**src/rtl/vend_pkg.sv**
```systemverilog
// Shared types and constants for the vending dispenser: state encoding,
// coin codes/values and datapath widths.
package vend_pkg;

  localparam int MONEY_W = 7;
  localparam int TYPE_W  = 3;
  localparam int AMT_W   = 4;

  typedef enum logic [2:0] {
    ST_IDLE   = 3'd0,
    ST_PULSE  = 3'd1,
    ST_GAP    = 3'd2,
    ST_CHANGE = 3'd3,
    ST_DONE   = 3'd4
  } state_e;

  localparam logic [1:0] COIN_NONE = 2'b00;
  localparam logic [1:0] COIN_1    = 2'b01;
  localparam logic [1:0] COIN_5    = 2'b10;
  localparam logic [1:0] COIN_10   = 2'b11;

  localparam logic [MONEY_W-1:0] VAL_1  = 7'd1;
  localparam logic [MONEY_W-1:0] VAL_5  = 7'd5;
  localparam logic [MONEY_W-1:0] VAL_10 = 7'd10;

endpackage

```
**src/rtl/vend_change_gen.sv**
```systemverilog
// Change remainder register with greedy 10/5/1 coin selection; one coin
// is consumed per step, and last_o flags the coin that empties the register.
module vend_change_gen
  import vend_pkg::*;
(
  input  logic               clk,
  input  logic               rst,
  input  logic               load_i,
  input  logic [MONEY_W-1:0] load_value_i,
  input  logic               step_i,
  output logic [1:0]         coin_code_o,
  output logic               empty_o,
  output logic               last_o
);

  logic [MONEY_W-1:0] rem_q, rem_d;
  logic [MONEY_W-1:0] coin_val;

  always_comb begin
    coin_code_o = COIN_NONE;
    coin_val    = '0;
    if (rem_q >= VAL_10) begin
      coin_code_o = COIN_10;
      coin_val    = VAL_10;
    end else if (rem_q >= VAL_5) begin
      coin_code_o = COIN_5;
      coin_val    = VAL_5;
    end else if (rem_q != '0) begin
      coin_code_o = COIN_1;
      coin_val    = VAL_1;
    end
  end

  // coin_val never exceeds rem_q, so the subtraction cannot wrap
  always_comb begin
    rem_d = rem_q;
    if (load_i)
      rem_d = load_value_i;
    else if (step_i)
      rem_d = rem_q - coin_val;
  end

  assign empty_o = (rem_q == '0);
  assign last_o  = !empty_o && (rem_q == coin_val);

  always_ff @(posedge clk or posedge rst) begin
    if (rst)
      rem_q <= '0;
    else
      rem_q <= rem_d;
  end

endmodule

```
**src/rtl/vend_dispenser.sv**
```systemverilog
// Vend command consumer: pulses the product motor per item, then pays change.
// Define VEND_CHANGE_EN to include the CHANGE phase; otherwise no coins are paid.
module vend_dispenser
  import vend_pkg::*;
#(
  parameter int unsigned PULSE_CYCLES = 4,
  parameter int unsigned GAP_CYCLES   = 2
) (
  input  logic               clk,
  input  logic               rst,
  input  logic               vend_valid,
  output logic               vend_ready,
  input  logic [TYPE_W-1:0]  vend_type,
  input  logic [AMT_W-1:0]   vend_amount,
  input  logic [MONEY_W-1:0] vend_change,
  output logic [TYPE_W-1:0]  motor_sel,
  output logic               motor_pulse,
  output logic               coin_strobe,
  output logic [1:0]         coin_code,
  output logic               busy,
  output logic               done
);

  localparam logic [3:0] PULSE_LAST = 4'(PULSE_CYCLES - 1);
  localparam logic [3:0] GAP_LAST   = 4'(GAP_CYCLES - 1);

  state_e             state_q, state_d;
  logic [3:0]         cnt_q, cnt_d;
  logic [AMT_W-1:0]   items_q, items_d;
  logic [TYPE_W-1:0]  type_q, type_d;

  logic               chg_load;
  logic               chg_step;
  logic [1:0]         chg_code;
  logic               chg_empty;
  logic               chg_last;
  logic               chg_pending;

`ifdef VEND_CHANGE_EN
  vend_change_gen u_change_gen (
    .clk          (clk),
    .rst          (rst),
    .load_i       (chg_load),
    .load_value_i (vend_change),
    .step_i       (chg_step),
    .coin_code_o  (chg_code),
    .empty_o      (chg_empty),
    .last_o       (chg_last)
  );
  assign chg_pending = (vend_change != '0);
`else
  logic unused_change;
  assign unused_change = ^{vend_change, chg_load, chg_step};
  assign chg_code      = COIN_NONE;
  assign chg_empty     = 1'b1;
  assign chg_last      = 1'b0;
  assign chg_pending   = 1'b0;
`endif

  always_comb begin
    state_d     = state_q;
    cnt_d       = cnt_q;
    items_d     = items_q;
    type_d      = type_q;
    chg_load    = 1'b0;
    chg_step    = 1'b0;
    vend_ready  = 1'b0;
    motor_sel   = '0;
    motor_pulse = 1'b0;
    coin_strobe = 1'b0;
    coin_code   = COIN_NONE;
    done        = 1'b0;
    busy        = (state_q != ST_IDLE);

    case (state_q)
      ST_IDLE: begin
        vend_ready = 1'b1;
        if (vend_valid) begin
          type_d   = vend_type;
          items_d  = vend_amount;
          cnt_d    = '0;
          chg_load = 1'b1;
          if (vend_amount != '0)
            state_d = ST_PULSE;
          else if (chg_pending)
            state_d = ST_CHANGE;
          else
            state_d = ST_DONE;
        end
      end
      ST_PULSE: begin
        motor_pulse = 1'b1;
        motor_sel   = type_q;
        if (cnt_q == PULSE_LAST) begin
          cnt_d   = '0;
          state_d = ST_GAP;
        end else begin
          cnt_d = cnt_q + 4'd1;
        end
      end
      ST_GAP: begin
        motor_sel = type_q;
        if (cnt_q == GAP_LAST) begin
          cnt_d   = '0;
          items_d = items_q - 1'b1;
          if (items_q > 1)
            state_d = ST_PULSE;
          else if (!chg_empty)
            state_d = ST_CHANGE;
          else
            state_d = ST_DONE;
        end else begin
          cnt_d = cnt_q + 4'd1;
        end
      end
      ST_CHANGE: begin
        coin_strobe = 1'b1;
        coin_code   = chg_code;
        chg_step    = 1'b1;
        if (chg_last)
          state_d = ST_DONE;
      end
      ST_DONE: begin
        done    = 1'b1;
        state_d = ST_IDLE;
      end
      default: state_d = ST_IDLE;
    endcase
  end

  always_ff @(posedge clk or posedge rst) begin
    if (rst) begin
      state_q <= ST_IDLE;
      cnt_q   <= '0;
      items_q <= '0;
      type_q  <= '0;
    end else begin
      state_q <= state_d;
      cnt_q   <= cnt_d;
      items_q <= items_d;
      type_q  <= type_d;
    end
  end

endmodule

```
**config.mk**
```make
export PLATFORM = sky130hd
export DESIGN_NAME = vend_dispenser
export DESIGN_NICKNAME = d
export VERILOG_FILES = /design/src/rtl/vend_pkg.sv /design/src/rtl/vend_change_gen.sv /design/src/rtl/vend_dispenser.sv
export SDC_FILE = /design/constraint.sdc
export NUM_CORES = 1
export LEC_CHECK = 0
export BUFFER_PORTS_ARGS = -buffer_cell sky130_fd_sc_hd__buf_2
export CAP_MARGIN = 20
export CORE_MARGIN = 2
export CORE_UTILIZATION = 30
export CTS_BUF_LIST = sky130_fd_sc_hd__clkbuf_4 sky130_fd_sc_hd__clkbuf_8 sky130_fd_sc_hd__clkbuf_16
export DETAILED_ROUTE_END_ITERATION = 8
export HOLD_SLACK_MARGIN = 0.1
export PLACE_DENSITY = 0.56
export SYNTH_ARGS = -nofsm -noshare
export SYNTH_HDL_FRONTEND = slang
export SYNTH_SLANG_ARGS = --single-unit
```
**constraint.sdc**
```tcl
create_clock -name clk -period 1.72 [get_ports clk]
set_input_delay 0 -clock clk [delete_from_list [all_inputs] [get_ports clk]]
set_output_delay 0 -clock clk [all_outputs]
set_load 0.05 [all_outputs]
```
==> run summary <==
Post-synth ARST share -> 1.00
Static Leak -> 0.572 nW
vias in the first global route -> 811
Clock Skew -> 0.00508 ns
All-Layer GR Usage -> 0.131
pwr dens -> 880 mW/mm^2
Synth Instances -> 104
met2 usage -> 0.220
number of diodes -> 0
initial core utilization -> 0.316
final setup fails -> 0
core area -> 0.00305 sq mm
I/O pin total -> 27
synthesized flop and latch total -> 14
die height -> 60.7 um
register area share after synthesis -> 0.363
Post-Route WL -> 2.19 mm
CTS buffer count -> 3
MaxCap Viol Count -> 0
number of synthesis warnings -> 0
worst-margin pin slew -> 0.565 ns
HPWL reported at the end of detailed placement -> 1.61 mm
synth unique cells -> 39
crit path DAT -> 1.60 ns
CTS H-tree lvls -> 1
run status -> finished clean
final worst-path cycle share -> 0.929
commonest non-fill, non-tap cells in the layout -> buf_2 (16), dfrtp_1 (12), inv_1 (9), dlygate4sd3_1 (9)
CTS Sinks -> 14
Die X -> 60.7 um
crit path launch type -> register
Max-Slew Margin vs Limit -> 0.623
Fin. Hold Viols -> 0
CP endpoint kind -> primary output
# rows -> 20
clk buf depth -> 2
cell area after synthesis -> 965 sq um
EDFF count, synth -> 0
Clk Latency, worst-skew pair -> 0.28 ns
final slew viol count -> 0
clock-pin slew on the worst setup and hold paths -> 0.09 ns
Port Buffers -> 17
grt total ovfl -> 0
Main synth FF type -> dfrtp_1
commonest non-fill, non-tap cell in the layout -> buf_2
initial antenna violation count -> 0
First-pass DRT Iterations -> 4
Routed WL per cell -> 12.2 um
nets@finish -> 159
maximum VDD drop -> 0.000283 V
Layout Area Growth over Synthesis -> 29.6%
Vias/cell -> 4.78
share of cells above drive strength 1 -> 0.296
first-pass GRT wire length -> 3.52 mm
Via Count -> 856
HP Class -> in2async
Root Buffer -> clkbuf_4
GRT met3 Usage -> 0.0192
Worst EP required -> 1.72 ns
# DRC -> 0
CTS tree -> built
fmax -> 626 MHz
RSZ-0062 raised after global routing -> false
pin count of the biggest net entering global routing -> 15
die footprint -> 0.00369 sq mm
crit-path max FO -> 9
Setup Total Neg Slack -> 0 ns
Crit Path Class -> reg2out
gpl congestion -> 0.765
Final min period -> 1.60 ns
Power, Total -> 1.10 mW
Final ANT Viol Nets -> 0
GRT Max-Usage Layer -> met2
mean post-synth cell area -> 9.28 sq um
met1 Track Usage GR -> 0.161
DR iter-0 viols -> 33
## Yosys cell counts, types with 2 or more instances
cell,instances,area (sq um)
nor2_1,7,26.3
a211oi_1,2,15.0
nand2b_1,2,12.5
nand2_1,3,11.3
mux2_2,3,33.8
dfrtp_1,14,350
a211o_1,2,17.5
nand3_1,5,25.0
o21ai_0,8,40.0
and3_1,4,25.0
clkbuf_1,2,7.51
nor3_1,6,30.0
buf_4,3,22.5
a22oi_1,3,22.5
inv_1,9,33.8
ha_1,5,62.6
o21ai_1,2,10.0
a21oi_1,3,15.0
## worst max-delay path: stages, from the launching register on
cell      delay, ns
dfrtp_2        0.50
buf_4          0.19
or3_1          0.36
inv_1          0.06
clkbuf_4       0.22
## through the flow
stage / area (sq um) / hold slack (ns) / cells / utilization / setup slack [ns]
2_1_floorplan: 973 / -0.111 / 105 / - / 0.0451
3_3_place_gp: 1120 / 0.0791 / 166 / 0.367 / 0.144
3_5_place_dp: 1120 / 0.0828 / 166 / 0.367 / 0.121
4_1_cts: 1230 / 0.327 / 178 / 0.404 / 0.0280
5_1_grt: 1250 / 0.380 / 179 / 0.409 / 0.0226
6_report: 1250 / 0.330 / 179 / 0.409 / 0.121
## layer usage
metal	up-vias	routed length [um]
li1	435	-
met1	407	968
met2	12	1140
met3	2	50
met4	0	34
met5	-	0
## what timing repair did
action | in CTS | in global routing
buffers inserted | 0 | 1
hold buffers | 9 | 0
endpoints found under the setup margin | 0 | 3
endpoints found under the hold margin | 22 | 0
gates resized for setup | 0 | 4
## kinds of logic (layout without fill, tap and decap cells)
logic type	Yosys count	in the layout	synth area share
adders and majority gates	5	5	0.0649
xor gates and xnor gates	1	1	0.00908
AOI/OAI and AO/OA	27	27	0.200
buffers and inverters	16	46	0.0830
DFF	14	14	0.363
other	1	2	0.00389
and+or+nand+nor	36	36	0.231
muxes	4	4	0.0454
## where the power goes
part	leakage (nW)	internal [mW]	total (mW)	switching, mW
Clock	0.0138	0.0811	0.188	0.107
Combinational	0.394	0.175	0.368	0.193
Sequential	0.165	0.441	0.545	0.104
## flip-flops by register name, indices dropped and copies added (netlist names)
name	cells
type_q	3
state_q	3
cnt_q	4
items_q	4
## area by class of cell
class	instances	area (sq um)
fill	334	1800
multi-input combinational	75	548
timing repair buffer	34	238
tap	44	55.1
clock buffer	3	22.5
sequential	14	353
inverter	9	33.8
## path summary, 6_finish.rpt
path	startpoint	endpoint	slack, ns	cells past startpoint
max reg2reg	cnt_q[1]	cnt_q[3]	0.14	6
min reg2reg	type_q[0]	type_q[0]	0.51	1
max	state_q[0]	vend_ready	0.12	4
max in group asynchronous	rst	state_q[1]	0.99	3
min in group clk	vend_type[2]	type_q[2]	0.48	3
min	rst	cnt_q[3]	0.33	3
No activity file was read; power rests on OpenSTA's default activity.
